File: src/rtl/store_align_buffer_pkg.sv
// Shared size codes, byte-enable constants and the queued store entry layout
// for the MEM-stage store alignment buffer.
package store_align_buffer_pkg;

  localparam logic [1:0] st_byte = 2'b00;
  localparam logic [1:0] st_half = 2'b01;
  localparam logic [1:0] st_word = 2'b10;
  localparam logic [1:0] st_none = 2'b11;

  localparam logic [3:0] be_none = 4'b0000;
  localparam logic [3:0] be_word = 4'b1111;

  typedef struct packed {
    logic [29:0] addr;
    logic [31:0] data;
    logic [3:0]  be;
  } entry_t;

  // Half stores need an even address, word stores a word-aligned one.
  function automatic logic misaligned(input logic [1:0] size, input logic [1:0] low);
    case (size)
      st_half: return low[0];
      st_word: return low != 2'b00;
      default: return 1'b0;
    endcase
  endfunction

endpackage

File: src/rtl/store_align_buffer_if.sv
// Pipeline-side store request, memory-side drain handshake and load hazard probe.
// Drain handshake: the head is transferred on any clock edge where mem_req and
// mem_ack are both 1; while mem_req=1 and mem_ack=0 all mem_* signals hold.
interface store_align_buffer_if #(parameter int DEPTH = 4);

  logic                      st_valid;
  logic [1:0]                st_size;
  logic [31:0]               st_addr;
  logic [31:0]               st_data;
  logic                      st_ready;
  logic                      st_exc;
  logic                      mem_req;
  logic [31:0]               mem_addr;
  logic [31:0]               mem_wdata;
  logic [3:0]                mem_be;
  logic                      mem_ack;
  logic [31:0]               ld_addr;
  logic                      ld_hit;
  logic                      buf_empty;
  logic [$clog2(DEPTH):0]    occupancy;

  modport master (
    output st_valid, st_size, st_addr, st_data, mem_ack, ld_addr,
    input  st_ready, st_exc, mem_req, mem_addr, mem_wdata, mem_be, ld_hit,
           buf_empty, occupancy
  );

  modport slave (
    input  st_valid, st_size, st_addr, st_data, mem_ack, ld_addr,
    output st_ready, st_exc, mem_req, mem_addr, mem_wdata, mem_be, ld_hit,
           buf_empty, occupancy
  );

endinterface

File: src/rtl/store_align_buffer_fifo.sv
// In-order store queue; exposes every slot address plus a live mask so the
// top level can compare pending words against the load in MEM.
module store_fifo
  import store_align_buffer_pkg::*;
#(
  parameter int DEPTH = 4,
  localparam int AW = $clog2(DEPTH)
) (
  input  logic             clk,
  input  logic             reset,
  input  logic             push,
  input  entry_t           push_entry,
  input  logic             pop,
  output entry_t           head,
  output logic             full,
  output logic             empty,
  output logic [AW:0]      count,
  output logic [29:0]      entry_addr [DEPTH],
  output logic [DEPTH-1:0] entry_valid
);

  entry_t        mem [DEPTH];
  logic [AW-1:0] rd_ptr;
  logic [AW-1:0] wr_ptr;
  logic [AW-1:0] offset;
  logic          do_push;
  logic          do_pop;

  assign full    = count == (AW + 1)'(DEPTH);
  assign empty   = count == '0;
  assign do_push = push & !full;
  assign do_pop  = pop & !empty;
  assign head    = empty ? '0 : mem[rd_ptr];

  always_ff @(posedge clk or posedge reset) begin
    if (reset) begin
      rd_ptr <= '0;
      wr_ptr <= '0;
      count  <= '0;
    end else begin
      if (do_push) wr_ptr <= wr_ptr + AW'(1);
      if (do_pop)  rd_ptr <= rd_ptr + AW'(1);
      if (do_push & !do_pop)      count <= count + (AW + 1)'(1);
      else if (!do_push & do_pop) count <= count - (AW + 1)'(1);
    end
  end

  // Payload needs no reset: a slot is only visible through entry_valid/head.
  always_ff @(posedge clk) begin
    if (do_push) mem[wr_ptr] <= push_entry;
  end

  always_comb begin
    offset      = '0;
    entry_valid = '0;
    for (int i = 0; i < DEPTH; i++) begin
      entry_addr[i]  = mem[i].addr;
      offset         = AW'(i) - rd_ptr;
      entry_valid[i] = {1'b0, offset} < count;
    end
  end

endmodule

File: src/rtl/store_align_buffer.sv
// MEM-stage store path: alignment check, byte enables, lane replication and
// an in-order write queue draining to memory, with a load-hit hazard flag.
module store_align_buffer
  import store_align_buffer_pkg::*;
#(
  parameter int DEPTH = 4
) (
  input  logic clk,
  input  logic reset,
  store_align_buffer_if.slave bus
);

  localparam int AW = $clog2(DEPTH);

  logic             mis;
  logic             push;
  logic             pop;
  logic             full;
  logic             empty;
  logic [AW:0]      count;
  entry_t           new_entry;
  entry_t           head;
  logic [29:0]      entry_addr [DEPTH];
  logic [DEPTH-1:0] entry_valid;
  logic [DEPTH-1:0] match;
  logic             unused_ld_low;

  assign mis        = misaligned(bus.st_size, bus.st_addr[1:0]);
  assign bus.st_exc = bus.st_valid & mis;
  // Full blocks acceptance even when the head drains this same cycle.
  assign push       = bus.st_valid & !full & !mis & (bus.st_size != st_none);
  assign pop        = !empty & bus.mem_ack;

  always_comb begin
    new_entry.addr = bus.st_addr[31:2];
    new_entry.data = bus.st_data;
    new_entry.be   = be_none;
    case (bus.st_size)
      st_byte: begin
        new_entry.be   = 4'b0001 << bus.st_addr[1:0];
        new_entry.data = {4{bus.st_data[7:0]}};
      end
      st_half: begin
        new_entry.be   = bus.st_addr[1] ? 4'b1100 : 4'b0011;
        new_entry.data = {2{bus.st_data[15:0]}};
      end
      st_word: new_entry.be = be_word;
      default: ;
    endcase
  end

  store_fifo #(.DEPTH(DEPTH)) u_fifo (
    .clk         (clk),
    .reset       (reset),
    .push        (push),
    .push_entry  (new_entry),
    .pop         (pop),
    .head        (head),
    .full        (full),
    .empty       (empty),
    .count       (count),
    .entry_addr  (entry_addr),
    .entry_valid (entry_valid)
  );

  assign bus.st_ready  = !full;
  assign bus.buf_empty = empty;
  assign bus.occupancy = count;
  assign bus.mem_req   = !empty;
  assign bus.mem_addr  = {head.addr, 2'b00};
  assign bus.mem_wdata = head.data;
  assign bus.mem_be    = head.be;

  // Word match only: byte enables are ignored, a partial overlap still stalls.
  always_comb begin
    match = '0;
    for (int i = 0; i < DEPTH; i++)
      match[i] = entry_valid[i] & (entry_addr[i] == bus.ld_addr[31:2]);
  end

  assign bus.ld_hit    = |match;
  assign unused_ld_low = ^bus.ld_addr[1:0];

endmodule
File: src/flat_wrapper.sv
// flat-port wrapper written by rule: the top's interface ports become plain ports
module store_align_buffer_flat import store_align_buffer_pkg::*;
#(
  parameter int DEPTH = 4
)
  (clk, reset, bus_st_valid, bus_st_size, bus_st_addr, bus_st_data, bus_mem_ack, bus_ld_addr, bus_st_ready, bus_st_exc, bus_mem_req, bus_mem_addr, bus_mem_wdata, bus_mem_be, bus_ld_hit, bus_buf_empty, bus_occupancy);
  store_align_buffer_if #(.DEPTH(DEPTH)) bus_i ();
  input  logic clk;
  input  logic reset;
  input wire logic [$bits(bus_i.st_valid)-1:0] bus_st_valid;
  input wire logic [$bits(bus_i.st_size)-1:0] bus_st_size;
  input wire logic [$bits(bus_i.st_addr)-1:0] bus_st_addr;
  input wire logic [$bits(bus_i.st_data)-1:0] bus_st_data;
  input wire logic [$bits(bus_i.mem_ack)-1:0] bus_mem_ack;
  input wire logic [$bits(bus_i.ld_addr)-1:0] bus_ld_addr;
  output wire logic [$bits(bus_i.st_ready)-1:0] bus_st_ready;
  output wire logic [$bits(bus_i.st_exc)-1:0] bus_st_exc;
  output wire logic [$bits(bus_i.mem_req)-1:0] bus_mem_req;
  output wire logic [$bits(bus_i.mem_addr)-1:0] bus_mem_addr;
  output wire logic [$bits(bus_i.mem_wdata)-1:0] bus_mem_wdata;
  output wire logic [$bits(bus_i.mem_be)-1:0] bus_mem_be;
  output wire logic [$bits(bus_i.ld_hit)-1:0] bus_ld_hit;
  output wire logic [$bits(bus_i.buf_empty)-1:0] bus_buf_empty;
  output wire logic [$bits(bus_i.occupancy)-1:0] bus_occupancy;
  assign bus_i.st_valid = bus_st_valid;
  assign bus_i.st_size = bus_st_size;
  assign bus_i.st_addr = bus_st_addr;
  assign bus_i.st_data = bus_st_data;
  assign bus_i.mem_ack = bus_mem_ack;
  assign bus_i.ld_addr = bus_ld_addr;
  assign bus_st_ready = bus_i.st_ready;
  assign bus_st_exc = bus_i.st_exc;
  assign bus_mem_req = bus_i.mem_req;
  assign bus_mem_addr = bus_i.mem_addr;
  assign bus_mem_wdata = bus_i.mem_wdata;
  assign bus_mem_be = bus_i.mem_be;
  assign bus_ld_hit = bus_i.ld_hit;
  assign bus_buf_empty = bus_i.buf_empty;
  assign bus_occupancy = bus_i.occupancy;
  store_align_buffer #(.DEPTH(DEPTH)) u_core (.clk(clk), .reset(reset), .bus(bus_i));
endmodule
File: config.mk
export PLATFORM = sky130hd
export DESIGN_NAME = store_align_buffer_flat
export DESIGN_NICKNAME = d
export VERILOG_FILES = /design/src/rtl/store_align_buffer_pkg.sv /design/src/rtl/store_align_buffer_if.sv /design/src/rtl/store_align_buffer_fifo.sv /design/src/rtl/store_align_buffer.sv /design/src/flat_wrapper.sv
export SDC_FILE = /design/constraint.sdc
export NUM_CORES = 1
export LEC_CHECK = 0
export CELL_PAD_IN_SITES_DETAIL_PLACEMENT = 0
export CELL_PAD_IN_SITES_GLOBAL_PLACEMENT = 2
export CORE_MARGIN = 1
export CORE_UTILIZATION = 36
export DETAILED_ROUTE_END_ITERATION = 7
export GPL_TIMING_DRIVEN = 0
export PLACE_DENSITY_LB_ADDON = 0.1
export SKIP_LAST_GASP = 1
export SLEW_MARGIN = 5
export SYNTH_ARGS = -nofsm -noshare
export SYNTH_HDL_FRONTEND = slang
export SYNTH_SLANG_ARGS = --single-unit
export TNS_END_PERCENT = 1
File: constraint.sdc
create_clock -name clk -period 3.4 [get_ports clk]
set_clock_uncertainty 0.2 [all_clocks]
set_input_delay 0.68 -clock clk [delete_from_list [all_inputs] [get_ports clk]]
set_output_delay 0.68 -clock clk [all_outputs]
set_load 0.01 [all_outputs]
==> results.md, run 1 <==
* FP Rows at 67
* CTS sink count at 271
* Mux contribution to synthesized area at roughly an eighth
* 1st-pass router iterations at 7
* Total Power at 13.0 mW
* Seq/Total Area, Yosys at about two thirds
* Reg clk slew, reported paths at 60 ps
* Via density at ~5
* WP data arrival at about 2600 ps
* R2R Setup Slk at between 800 and 900 ps
* Area Overhead vs Synth at 30.1%
* Post-synth EDFFs at 264
* Final WS setup at -92.3 ps
* Num CTS Buffers at 30
* Slew Limit Fails at 0
* DR iter-0 viols at ~420
* Crit end category: output port
* Detailed Route WL at 34900 um
* Final GP Congestion at 0.896
* Via count at 7141
* Maxcap violations at 0
* Max-slew headroom at 50.3%
* Die X at 187 um
* Post-Syn Area per Cell at 17.1 um2
* Fmax at about 290 MHz
* Hold Violations, Final at 0
* Setup crit end: bus_mem_addr[4]
* CP Launch Point: u_core.u_fifo.rd_ptr[1]
* Tcrit/Tclk final at 103%
* Number of fill cells at slightly below 3000
* Commonest non-fill, non-tap cell in the layout: edfxtp_1
* Grt total ovfl at 0
* Cell count after synthesis at 719
* Setup CP Type: register to output port
* Share of cells above drive strength 1 at roughly a fifth
* Vias in the first global route at about 7700
* Flop and latch count out of synthesis at between 200 and 300
* First-pass GRT wire length at around 50000 um
* Commonest non-fill, non-tap cells in the layout: 264 x edfxtp_1, 144 x clkdlybuf4s50_1, 68 x xnor2_1, 66 x mux4_2, 58 x nor2b_1
* Die height at 187 um
* Initial Util at between 30% and 40%
* Hold WC Path Type: primary input to async pin
* Port bufs at approximately 160
* Worst Tran Pin Value at approximately 740 ps
* Initial antenna violation count at 3
* Ys async rst share at between 2 and 3%
* HPWL Detailed at between 20000 and 25000 um
* Num ports at between 150 and 200
* Top FF cell, synth: edfxtp_1
* Largest family of logic cells by synthesized area: multiplexers
* Largest net degree at the start of global routing at 38
* P_leak at 5.40 nW
* Cell depth of the worst flop-to-flop path at 10
* Max VDD drop at around 0.46 mV
* Util after Layout at approximately 48%
* Post-Syn Area at around 12000 um2
* DRC at 0
* Synth Warn # at 0
* Maximum buffer depth of the clock tree at 3
* PwrDens at around 800 nW/um2
* Routed len/inst at between 20 and 25 um
* RSZ-0062 raised after global routing: yes
* Die area at between 30000 and 40000 um2
* DRT antenna net count at 0
* Fin nets at between 1000 and 1500
* Reg-to-reg endpoint: u_core.u_fifo.count[2]
* Synth Area in Compound Gates at between 1.5 and 2%
* Gr usage total at 19.5%
* Crit start category: register
* CTS tree: built
* Simple-gate area share of the yosys netlist at ~6.8%
* Distinct cells, synth at 36
* Critical Path RT at around 2500 ps
* Core Area at roughly 34000 um2
* Final setup viols at 28
* Violations in the final reports: setup timing
* CTS HTree Levels at 1
* Crit path time final at ~3500 ps
* RR Startpoint: u_core.u_fifo.count[1]
* Synth Area in XOR/XNOR at 9.05%
* Outcome: finished with violations
* Worst skew pair latency at 550 ps
* Synth Area in Adders at approximately 1.5%
* Crit path max fanout at 10
* Root buffer cell: clkbuf_16
-- report_power, final --
| group | total, mW | switching (mW) | internal, mW | leakage (nW) |
|---|---|---|---|---|
| Combinational | 5.23 | 2.49 | 2.74 | 2.42 |
| Sequential | 4.41 | 0.207 | 4.20 | 2.48 |
| Clock | 3.36 | 1.26 | 2.10 | 0.499 |
-- metrics by stage --
step / instance area (um2) / setup TNS (ps) / cells / worst slack (ps) / hold slack [ps]
3_3_place_gp: 14500 / -685360 / 1332 / -2920 / 398
2_1_floorplan: 12300 / -102890 / 720 / -520 / 283
5_1_grt: 16000 / -6180 / 1400 / -160 / 190
4_1_cts: 15900 / -3270 / 1393 / -125 / 151
6_report: 16000 / -858 / 1400 / -92.3 / 160
3_5_place_dp: 14600 / -151140 / 1336 / -967 / 424
-- metal layers --
metal	share of wire [%]	vias to the layer above	wire length, um	track usage, %
li1	-	3172	-	-
met1	40	3670	14100	24.5
met2	52	241	18100	34.5
met3	5.1	56	1780	3.18
met4	2.8	2	974	5.36
met5	0.026	-	9	0
-- layout make-up --
class                      count  area (um2)  area share [%]
sequential                   271        8110            50.7
antenna                        1        2.50          0.0157
inverter                      14        57.6           0.360
buffer                        38         305            1.91
clock buffer                  37         798            4.99
timing repair buffer         176        1800            11.2
multi-input combinational    399        4130            25.8
clock inverter                16         223            1.39
tap                          448         561            3.51
-- sequential cells by signal, indices dropped and copies added, names as in the netlist --
signal,cells
u_core.u_fifo.wr_ptr,2
u_core.u_fifo.mem,264
u_core.u_fifo.rd_ptr,2
u_core.u_fifo.count,3
-- worst min path at each step --
stage                            start                 endpoint  slack [ps]
2_1_floorplan                    reset   u_core.u_fifo.count[0]         280
3_3_place_gp   u_core.u_fifo.wr_ptr[1]  u_core.u_fifo.wr_ptr[1]         400
3_5_place_dp   u_core.u_fifo.wr_ptr[1]  u_core.u_fifo.wr_ptr[1]         420
4_1_cts                          reset  u_core.u_fifo.wr_ptr[1]         150
5_1_grt                          reset  u_core.u_fifo.wr_ptr[1]         190
6_report                         reset  u_core.u_fifo.wr_ptr[1]         160
-- cell families (layout without fill, tap and decap cells) --
kind of cell / Yosys count / in the layout
multiplexers: 75 / 75
XOR/XNOR: 127 / 127
other: 1 / 3
AO/OA/AOI/OAI: 34 / 34
AND/OR/NAND/NOR: 143 / 147
flip-flops: 271 / 271
buffers and inverters: 54 / 281
adder cells (fa/ha/maj): 14 / 14
-- timing repair --
action | CTS | global route
endpoints found under the hold margin | 0 | 0
gates cloned | 0 | 4
endpoints found under the setup margin | 214 | 206
setup buffers | 5 | 3
resized for setup | 88 | 15
pin swaps | 8 | 7
hold buffers | 0 | 0
-- synth_stat cells (9+ instances only) --
| master | count | area share [%] |
|---|---|---|
| edfxtp_1 | 264 | 65 |
| xnor2_1 | 68 | 4.8 |
| mux4_2 | 66 | 12 |
| nor2b_1 | 60 | 3.1 |
| xor2_1 | 59 | 4.2 |
| clkbuf_1 | 27 | 0.82 |
| nand2_1 | 21 | 0.64 |
| nand4_1 | 20 | 1.0 |
| inv_1 | 14 | 0.43 |
| ha_1 | 13 | 1.3 |
| nor4_1 | 11 | 0.56 |
| buf_2 | 10 | 0.41 |
| a21oi_1 | 9 | 0.37 |
| mux2_2 | 9 | 0.82 |
-- critical path, cell delays in order (launching register included) --
cell	delay, ps
dfrtp_1	400
clkbuf_8	160
buf_4	140
clkbuf_2	280
mux4_2	310
nor2b_1	200
clkdlybuf4s50_1	570
(Power assumes the default switching activity.)
==> run 2: changes to the inputs <==
--- a/config.mk
+++ b/config.mk
@@ -11,6 +11,7 @@
 export CORE_UTILIZATION = 36
 export DETAILED_ROUTE_END_ITERATION = 7
 export GPL_TIMING_DRIVEN = 0
+export MAX_ROUTING_LAYER = met4
 export PLACE_DENSITY_LB_ADDON = 0.1
 export SKIP_LAST_GASP = 1
 export SLEW_MARGIN = 5
==> run 2 against run 1 <==
Compared with the run above: the flow still finishes with violations (setup timing); flip-flop and latch count stayed put; count of clock-buffer cells in the layout did not move; hold slack improved by 3.6 ps; routed wire length about the same; critical path type unchanged; largest power group unchanged.
==> results.md, run 2 (synthesis results as in run 1) <==
* Via density at 5.08 (-0.38%)
* Number of flip-flops under the largest register name at 264 (unchanged)
* Fmax at 287 MHz (+0.11%)
* Setup CP Type: register to output port
* Hold Buf Count CTS at 0 (unchanged)
* Crit path max fanout at 10 (unchanged)
* CTS tree: built
* Critical Path RT at 2520 ps (about the same)
* Violations in the final reports: setup timing
* Post-Layout Cell Count at 1401 (+0.071%)
* Commonest non-fill, non-tap cells in the layout: 264 x edfxtp_1, 144 x clkdlybuf4s50_1, 68 x xnor2_1, 66 x mux4_2, 58 x nor2b_1
* DRC at 0 (unchanged)
* Hold_ws at 164 ps (+3.65 ps)
* Die area at 34900 um2 (unchanged)
* Maxcap violations at 0 (unchanged)
* CTS HTree Levels at 1 (unchanged)
* 1st-pass router iterations at 4 (-3)
* Gr usage total at 20.1% (+0.61 points)
* Placed insts at 1336 (unchanged)
* RR Startpoint: u_core.u_fifo.count[1]
* Final GP Congestion at 0.912 (+1.7%)
* Slew Limit Fails at 0 (unchanged)
* Routed len/inst at 25.0 um (about the same)
* Reg clk slew, reported paths at 60 ps (about the same)
* Crit start category: register
* P_leak at 5.40 nW (unchanged)
* DR iter-0 viols at 359 (-14%)
* Grt total ovfl at 0 (unchanged)
* Detailed Route WL at 35000 um (about the same)
* Outcome: finished with violations
* RSZ-0062 raised after global routing: yes
* Met1 Track Usage GR at 24.5% (-0.088 points)
* Max VDD drop at 0.457 mV (+0.20%)
* Hold Violations, Final at 0 (unchanged)
* DRT antenna net count at 0 (unchanged)
* Num ports at 178 (unchanged)
* Crit path time final at 3490 ps (-3.95 ps)
* Crit end category: output port
* Hold WC Path Type: primary input to async pin
* Max-slew headroom at 51.1% (+0.80 points)
* FP Rows at 67 (unchanged)
* Via count at 7119 (-0.31%)
* Fin nets at 1046 (unchanged)
* Initial antenna violation count at 3 (unchanged)
* Most Crowded Layer GR: met2
* Initial Util at 36.7% (unchanged)
* Reg-to-reg endpoint: u_core.u_fifo.count[2]
* CTS sink count at 271 (unchanged)
* Cell depth of the worst flop-to-flop path at 10 (unchanged)
* Commonest non-fill, non-tap cell in the layout: edfxtp_1
* Worst skew pair latency at 550 ps (about the same)
* First-pass GRT wire length at 49700 um (about the same)
* WP data arrival at 2610 ps (about the same)
* Biggest register: u_core.u_fifo.mem
* Vias in the first global route at 7662 (-0.16%)
* Final WS setup at -88.3 ps (+3.95 ps)
* Util after Layout at 47.7% (about the same)
* Area Overhead vs Synth at 30.1% (about the same)
* Share of cells above drive strength 1 at 19.6% (unchanged)
* Grt met3 use at 3.08% (-0.094 points)
* Root buffer cell: clkbuf_16
* PwrDens at 813 nW/um2 (about the same)
* Die X at 187 um (unchanged)
* Worst Tran Pin Value at 731 ps (-12.0 ps)
* Num CTS Buffers at 30 (unchanged)
* Met2 global-route usage at 34.7% (+0.19 points)
* Core Area at 33500 um2 (unchanged)
* Die height at 187 um (unchanged)
* Tcrit/Tclk final at 103% (-0.12 points)
* HPWL Detailed at 23900 um (unchanged)
* Maximum buffer depth of the clock tree at 3 (unchanged)
* R2R Setup Slk at 890 ps (+20 ps)
* Final setup viols at 21 (-25%)
* Largest net degree at the start of global routing at 38 (unchanged)
* Number of fill cells at 2974 (unchanged)
* Port bufs at 164 (unchanged)
* Top Registers: u_core.u_fifo.mem x264, u_core.u_fifo.count x3
-- run 2: metal layers --
layer | part of all wire (%) | vias to the layer above
li1 | - | 3176
met1 | 41 | 3644
met2 | 52 | 244
met3 | 4.9 | 55
met4 | 2.6 | 0
met5 | 0 | -
-- run 2: critical path, cell delays in order (launching register included) --
cell and delay, ps:
dfrtp_1 400, clkbuf_8 160, buf_4 140, clkbuf_2 280
mux4_2 310, nor2b_1 210, clkdlybuf4s50_1 580
-- run 2: final cells by class --
cell class                      instances  area [um2]  area share [%]
Sequential cell                       271        8110            50.7
Multi-Input combinational cell        399        4130            25.8
Timing Repair Buffer                  176        1800            11.2
Clock buffer                           37         798            4.99
Tap cell                              448         561            3.51
Buffer                                 38         305            1.91
Clock inverter                         16         223            1.39
Inverter                               14        57.6           0.360
Antenna cell                            2        5.00          0.0313
-- run 2: worst max path at each step --
stage | cells past startpoint | slack [ps] | end | startpoint
4_1_cts | 9 | -120 | bus_ld_hit | u_core.u_fifo.rd_ptr[1]
3_3_place_gp | 8 | -2920 | u_core.u_fifo.mem[0][27] | bus_st_size[0]
5_1_grt | 8 | -160 | bus_ld_hit | u_core.u_fifo.rd_ptr[0]
3_5_place_dp | 9 | -970 | bus_ld_hit | u_core.u_fifo.rd_ptr[1]
6_report | 6 | -90 | bus_mem_addr[4] | u_core.u_fifo.rd_ptr[1]
2_1_floorplan | 7 | -520 | u_core.u_fifo.mem[0][0] | bus_st_size[0]
-- run 2: stage by stage --
stage	cell area [um2]	total power [mW]	worst slack, ps	setup TNS [ps]
floorplan	12300	7.01	-520	-102890
global placement	14500	9.36	-2920	-685360
detailed placement	14600	9.41	-967	-151140
CTS	15900	13.1	-125	-3270
global route	16000	13.6	-160	-6180
finish	16000	13.0	-88.3	-562
-- run 2: repair_timing --
item	CTS	global route
gates resized for setup	88	15
buffers inserted	5	3
setup endpoints to repair	214	206
cloned	0	4
pin swaps	8	7
-- run 2: power breakdown --
group	switching [mW]	internal (mW)	total [mW]
Sequential	0.206	4.20	4.41
Clock	1.26	2.10	3.36
Combinational	2.48	2.74	5.22
Total	3.95	9.04	13.0
